**src/rtl/riscv_pkg.sv**
```systemverilog
// Shared RISC-V definitions: opcodes, the canonical NOP word and
// the fetch FSM state type. Imported by the fetch_stage files.
package riscv_pkg;

  localparam logic [6:0] R_TYPE = 7'b0110011;
  localparam logic [6:0] I_TYPE = 7'b0010011;
  localparam logic [6:0] LW     = 7'b0000011;
  localparam logic [6:0] SW     = 7'b0100011;
  localparam logic [6:0] BR     = 7'b1100011;
  localparam logic [6:0] JAL    = 7'b1101111;
  localparam logic [6:0] JALR   = 7'b1100111;

  // addi x0,x0,0
  localparam logic [31:0] NOP_INST = 32'h00000013;

  typedef enum logic [1:0] {
    IDLE    = 2'd0,
    WAIT    = 2'd1,
    DISCARD = 2'd2
  } fetch_state_t;

endpackage

```
**src/rtl/fetch_skid_buf.sv**
```systemverilog
// One-entry {pc, inst} holding buffer for words returned while decode stalls.
// Ports: clk, reset (sync, high), push/pop/clear, push_pc/push_inst in; full, pc, inst out.
module fetch_skid_buf #(
  parameter int PC_W = 32
) (
  input  logic            clk,
  input  logic            reset,
  input  logic            push,
  input  logic            pop,
  input  logic            clear,
  input  logic [PC_W-1:0] push_pc,
  input  logic [31:0]     push_inst,
  output logic            full,
  output logic [PC_W-1:0] pc,
  output logic [31:0]     inst
);
  import riscv_pkg::*;

  // push wins over pop so a simultaneous pop+push leaves the new word held
  always_ff @(posedge clk) begin
    if (reset || clear)
      full <= 1'b0;
    else if (push)
      full <= 1'b1;
    else if (pop)
      full <= 1'b0;
  end

  always_ff @(posedge clk) begin
    if (reset) begin
      pc   <= '0;
      inst <= NOP_INST;
    end else if (push && !clear) begin
      pc   <= push_pc;
      inst <= push_inst;
    end
  end

endmodule

```
**src/rtl/fetch_stage.sv**
```systemverilog
// Instruction fetch: PC, req/ack imem FSM, skid buffer and IF/ID register.
// Ports: clk, reset, stall, redirect_*, imem_* handshake, if_id_* outputs.
// Define FETCH_PERF_EN to add perf_fetched / perf_bubbles saturating counters.
module fetch_stage #(
  parameter int              PC_W     = 32,
  parameter logic [PC_W-1:0] RESET_PC = '0,
  parameter logic [31:0]     NOP_INST = 32'h00000013
) (
  input  logic            clk,
  input  logic            reset,
  input  logic            stall,
  input  logic            redirect_valid,
  input  logic [PC_W-1:0] redirect_pc,
  output logic            imem_req,
  output logic [PC_W-1:0] imem_addr,
  input  logic            imem_ack,
  input  logic [31:0]     imem_rdata,
  output logic            if_id_valid,
  output logic [PC_W-1:0] if_id_pc,
  output logic [31:0]     if_id_inst
`ifdef FETCH_PERF_EN
  ,
  output logic [31:0]     perf_fetched,
  output logic [31:0]     perf_bubbles
`endif
);
  import riscv_pkg::*;

  fetch_state_t    state;
  logic [PC_W-1:0] pc;

  logic            skid_full;
  logic [PC_W-1:0] skid_pc;
  logic [31:0]     skid_inst;
  logic            ack_data;
  logic            skid_push;
  logic            skid_pop;
  logic            wr_valid;

  // ack in the redirect cycle belongs to the squashed path
  assign ack_data  = (state == WAIT) && imem_ack
                   && !redirect_valid;
  assign skid_pop  = !redirect_valid && !stall
                   && skid_full;
  // skid drains first, so a same-cycle ack lands in the skid
  assign skid_push = ack_data && (stall || skid_full);
  assign wr_valid  = !redirect_valid && !stall
                   && (skid_full || ack_data);

  assign imem_req = (state != IDLE);

  fetch_skid_buf #(
    .PC_W(PC_W)
  ) u_skid (
    .clk      (clk),
    .reset    (reset),
    .push     (skid_push),
    .pop      (skid_pop),
    .clear    (redirect_valid),
    .push_pc  (imem_addr),
    .push_inst(imem_rdata),
    .full     (skid_full),
    .pc       (skid_pc),
    .inst     (skid_inst)
  );

  always_ff @(posedge clk) begin
    if (reset) begin
      state     <= IDLE;
      pc        <= RESET_PC;
      imem_addr <= RESET_PC;
    end else begin
      unique case (state)
        IDLE: begin
          if (redirect_valid) begin
            pc <= redirect_pc;
          end else if (!skid_full) begin
            state     <= WAIT;
            imem_addr <= pc;
          end
        end
        WAIT: begin
          if (redirect_valid) begin
            pc    <= redirect_pc;
            state <= imem_ack ? IDLE : DISCARD;
          end else if (imem_ack) begin
            pc    <= pc + PC_W'(4);
            state <= IDLE;
          end
        end
        DISCARD: begin
          if (redirect_valid)
            pc <= redirect_pc;
          if (imem_ack)
            state <= IDLE;
        end
        default: state <= IDLE;
      endcase
    end
  end

  always_ff @(posedge clk) begin
    if (reset) begin
      if_id_valid <= 1'b0;
      if_id_pc    <= '0;
      if_id_inst  <= NOP_INST;
    end else if (redirect_valid) begin
      if_id_valid <= 1'b0;
      if_id_inst  <= NOP_INST;
    end else if (!stall) begin
      if (skid_full) begin
        if_id_valid <= 1'b1;
        if_id_pc    <= skid_pc;
        if_id_inst  <= skid_inst;
      end else if (ack_data) begin
        if_id_valid <= 1'b1;
        if_id_pc    <= imem_addr;
        if_id_inst  <= imem_rdata;
      end else begin
        if_id_valid <= 1'b0;
        if_id_inst  <= NOP_INST;
      end
    end
  end

`ifdef FETCH_PERF_EN
  always_ff @(posedge clk) begin
    if (reset) begin
      perf_fetched <= '0;
      perf_bubbles <= '0;
    end else begin
      if (wr_valid && perf_fetched != '1)
        perf_fetched <= perf_fetched + 32'd1;
      if (!stall && !wr_valid && perf_bubbles != '1)
        perf_bubbles <= perf_bubbles + 32'd1;
    end
  end
`else
  logic unused_perf;
  assign unused_perf = wr_valid;
`endif

endmodule

```
**config.mk**
```make
export PLATFORM = sky130hd
export DESIGN_NAME = fetch_stage
export DESIGN_NICKNAME = d
export VERILOG_FILES = /design/src/rtl/riscv_pkg.sv /design/src/rtl/fetch_skid_buf.sv /design/src/rtl/fetch_stage.sv
export SDC_FILE = /design/constraint.sdc
export NUM_CORES = 1
export LEC_CHECK = 0
export CAP_MARGIN = 20
export CORE_ASPECT_RATIO = 0.5
export CORE_MARGIN = 4
export CORE_UTILIZATION = 57
export CTS_BUF_LIST = sky130_fd_sc_hd__clkbuf_4 sky130_fd_sc_hd__clkbuf_8
export CTS_CLUSTER_DIAMETER = 200
export DETAILED_ROUTE_END_ITERATION = 10
export GPL_TIMING_DRIVEN = 0
export MAX_ROUTING_LAYER = met4
export PLACE_DENSITY = 0.87
export SETUP_SLACK_MARGIN = 0.5
export SLEW_MARGIN = 20
export SYNTH_ARGS = -nofsm -noshare
export SYNTH_HDL_FRONTEND = slang
export SYNTH_SLANG_ARGS = --single-unit
```
**constraint.sdc**
```tcl
create_clock -name clk -period 6 [get_ports clk]
set_input_delay 1.2 -clock clk [delete_from_list [all_inputs] [get_ports clk]]
set_output_delay 1.2 -clock clk [all_outputs]
set_load 0.01 [all_outputs]
```
# Word level (Yosys, flattened, before mapping)
# Cells that the tools add are included.
[totals]
register_bits = 196
latch_bits = 0
ramBits = 0
romBits = 0
in_bits = 69
memories = 0
[op_classes]
n_addsub = 1
multipliers = 0
div = 0
n_lt_le_gt_ge = 0
n_eq_ne = 6
shift = 0
n_mux = 18
bitwise = 3
n_reduce_logical = 21
[ops]
columns = ["operator", "count"]
rows = [
  ["$mux W32", 7],
  ["$pmux W32 S2", 1],
  ["$add A32 B3 Y32 const B", 1],
  ["$mux W2", 5],
  ["$reduce_and A3 Y1", 3],
  ["$reduce_bool A2 Y1", 4],
  ["$logic_and A1 B1 Y1", 6],
  ["$pmux W2 S3", 1],
  ["$mux W1", 4],
  ["$ne A2 B2 Y1 const B", 2],
  ["$reduce_or A2 Y1", 2],
  ["$ne A3 B3 Y1 const B", 1],
  ["$not A1 Y1", 3],
  ["$eq A2 B1 Y1 const B", 1],
  ["$eq A2 B2 Y1 const B", 1],
  ["$logic_not A1 Y1", 2],
  ["$logic_not A2 Y1", 1],
  ["$logic_or A1 B1 Y1", 2],
  ["$ne A2 B1 Y1 const B", 1],
  ["$reduce_and A2 Y1", 1],
]

# Longest topological paths before layout
[logic_depth]
word_depth = 5
ltp_mapped = 8
mapped_depth_nobuf = 6

# By module
# From an unflattened synthesis, not the netlist that was laid out.
[unflattened]
cells_unflattened = 1035
hier_area_um2 = 9334.0
[modules_own_cells]
columns = ["mod", "instances", "cells_per_inst", "area_each_um2", "seq_area_each_um2"]
rows = [
  ["fetch_stage", 1, 741, 6200.9, 2622.5],
  ["fetch_skid_buf", 1, 294, 3133.0, 1301.2],
]

# Worst setup path after synthesis
# OpenSTA, ideal clock, no wires.
[synth_path]
path_type = "input -> register"
start = "input imem_ack"
end = "register pc[21]"
setup_ns = 0.115
t_arrival_ns = 2.381
setup_slack_ns = 3.503
cell_stages = 6
cell_sequence = "and2_1 -> o21ai_0 -> clkbuf_1 -> buf_2 -> nor2_1 -> a21bo_2"
[synth_via]
elab_chain_len = 2
[synth_rtl]
columns = ["element", "line", "rtl"]
rows = [
  ["start, declared", "fetch_stage.sv:16", "input logic imem_ack,"],
  ["$ne A3 B3 Y1 (no source line)", "n/a", ""],
  ["$reduce_and A3 Y1 (no source line)", "n/a", ""],
  ["end signal, assigned", "fetch_stage.sv:76", "pc <= redirect_pc;"],
  ["end signal, assigned", "fetch_stage.sv:84", "pc <= redirect_pc;"],
  ["end signal, assigned", "fetch_stage.sv:87", "pc <= pc + PC_W'(4);"],
  ["end, declared", "fetch_stage.sv:30", "logic [PC_W-1:0] pc;"],
]
# Every way passes these cells.
# A chain may end at the register's enable or synchronous reset.

# Final worst setup path
[layout_path]
start = "input imem_ack"
end = "register pc[25]"
# Same word-level chain as after synthesis.

==> impl_metrics.ini <==
[cts]
clk_pin_slew_ps = 100
clk_latency_ps = 470
cts_max_level = 4
cts.repair.resized = 0
numCtsBuffers = 17
clockRootBuffer = clkbuf_8
postCtsSetupBuffers = 0
clock_sinks = 196
clockBufferDepth = 2
ctsHoldBuffers = 0
cts_tree = done

[final_layout]
fin_cells = 1411
drive_gt1_share_pct = 4.68
diodes = 0
final_nets = 1276
syn_to_final_growth_pct = 27.3

[timing]
period_share_pct = 58.1
skew_ps = 24.2
fin_crit_ps = 3490
setup_viol = 0
worst_pin_slew_ps = 1050
setup_tns_ps = 0
fmax_mhz = 287
rsz0062_at_grt = false
setup_ws_ps = 2510
maxSlewViolCount = 0
hold_viol = 0
relSlewSlack_pct = 29.9

[critical_path]
path_max_fanout = 10
cp.arrival_ps = 3800
end_kind = flop
critPathRequiredTime_ps = 6310
r2r_cells = 7
crit_type = input pin to flop
critPathLaunchType = input pin

[floorplan]
core_um2 = 13900
dieArea_um2 = 16700
num_rows = 30
boundaryPins = 167
initial_core_util_pct = 59.8
fp.dieH_um = 93.4
die_width_um = 179

[synth]
async_flop_share_pct = 0
synth_flop_cell = dfxtp_1
yosysWarnings = 0
ys_ff_latch = 196
synth_area_um2 = 8310
synth_cell_types = 54
synth-seq-area-share_pct = 47.2
syn_nets = 1092
synth_cells = 1022
synth-edff-count = 0
synth_area_per_cell_um2 = 8.13

[global_route]
grt_overflow = 0
grt.total_usage_pct = 31.2
grt_first_pass_wirelength_um = 40500
grt_pass1_vias = 7908
grt_max_degree = 20
antenna_found_initial = 0

[drt]
ant_nets = 0
drtIter0Drc = 813
wl_um = 25800
dr.pass1.iters = 9
wl_per_cell_um = 18.3
vias_per_cell = 6.02
vias = 8491
route.detailed.drc = 2

[placement]
place_hpwl_um = 19000
dp_cells = 1379
pre_cts_slack_ps = 2150
io_buffers = 165
gp_congestion = 0.982

[run_status]
status = complete, but fails checks
violations = design-rule violations

[hold_path]
whs_path_depth = 2
min_path_type = flop to flop

[job]
max-cap-violations = 0

[pwr]
ir_drop_v = 0.000172
p_leak_nw = 3.49
powerDensity_nw_per_um2 = 238
-- final cells by class --
type,instances,area [um^2]
Buffer,87,344
Timing Repair Buffer,165,1650
Tap cell,192,240
Multi-Input combinational cell,733,4020
Clock buffer,19,249
Fill cell,1057,3310
Inverter,6,22.5
Sequential cell,196,3920
Clock inverter,13,129
-- per-stage QoR --
| step | area [um^2] | power (mW) | util [%] | hold slack [ps] |
|---|---|---|---|---|
| detailed placement | 10200 | 1.70 | 73.5 | 446 |
| global placement | 10200 | 1.69 | 73.5 | 441 |
| CTS | 10600 | 2.51 | 76.2 | 461 |
| global route | 10600 | 2.61 | 76.2 | 474 |
| floorplan | 8310 | 1.55 | - | 432 |
| finish | 10600 | 2.52 | 76.2 | 462 |
-- cell families (layout without fill, tap and decap cells) --
| logic type | Yosys count | in the layout | share of synthesized area [%] |
|---|---|---|---|
| buffers and inverters | 93 | 290 | 4.41 |
| multiplexers | 37 | 37 | 4.47 |
| AO/OA/AOI/OAI | 256 | 256 | 19.6 |
| flip-flops | 196 | 196 | 47.2 |
| adder cells (fa/ha/maj) | 1 | 1 | 0.151 |
| AND/OR/NAND/NOR | 439 | 439 | 24.2 |
-- critical path, stage by stage --
cell and delay [ps]:
clkdlybuf4s50_1 520, and2_1 230, o21ai_0 560, clkbuf_1 590
buf_2 400, nor2_1 70, mux2i_1 130, o22ai_1 90
-- state kept, by name, indices dropped and copies added (netlist names) --
name,flops
u_skid.full,1
state,2
u_skid.pc,32
pc,32
u_skid.inst,32
imem_addr,32
if_id_inst,32
if_id_valid,1
if_id_pc,32
-- routing by layer --
layer / vias to the layer above / global-route usage (%) / wire [um]
li1: 3970 / - / -
met4: 0 / 10.3 / 474
met5: - / - / 0
met3: 45 / 5.98 / 2390
met1: 4053 / 42.3 / 11300
met2: 423 / 47.2 / 11700
-- final timing paths --
kind	slack (ps)	endpoint	startpoint
worst min register to register	460	u_skid.pc[26]$_SDFFE_PP0P_	u_skid.pc[26]$_SDFFE_PP0P_
worst min-delay path	460	u_skid.pc[26]$_SDFFE_PP0P_	u_skid.pc[26]$_SDFFE_PP0P_
worst max-delay path	2510	pc[25]$_SDFFE_PP0P_	imem_ack
worst max register to register	3440	u_skid.pc[21]$_SDFFE_PP0P_	state[0]$_SDFFE_PP0P_
-- cells in the final DEF (no fill, tap or decap), drive strengths merged, types with 12 or more instances in the layout --
master and count:
a221oi 30, buf 15, nor2 67, clkbuf 91, a31oi 12, dfxtp 196
nor2b 34, inv 16, nand2 229, o21ai 20, nor3 41, a21oi 116
mux2i 36, a211oi 32, clkdlybuf4s50 165, nand3 19
-- synthesized netlist by cell type (4+ instances only) --
cell        n  area, um^2
o21ai_0    19        95.1
nand3b_1    5        37.5
a32oi_1     9        78.8
and3_1      4        25.0
nand2_1   229         860
buf_2      12        60.1
clkbuf_1   70         263
nand4_1    11        68.8
dfxtp_1   196        3920
o22ai_1     7        43.8
a211oi_1   32         240
a221oi_1   30         263
mux2i_1    36         360
a31oi_1    12        75.1
nor2b_1    34         213
nor3_1     39         195
and2_1      4        25.0
inv_1       6        22.5
nor2_1     67         251
nand3_1    16        80.1
o211ai_1    5        37.5
or3_1       6        37.5
a22oi_1     8        60.1
or4_1       4        30.0
a22o_1      5        43.8
a21oi_1   116         581
-- where the power goes --
part	switching [mW]	internal, mW	total (mW)
Clock	0.524	0.319	0.843
Combinational	0.160	0.134	0.295
Sequential	0.0420	1.34	1.38
Total	0.726	1.79	2.52
(Power assumes the default switching activity.)
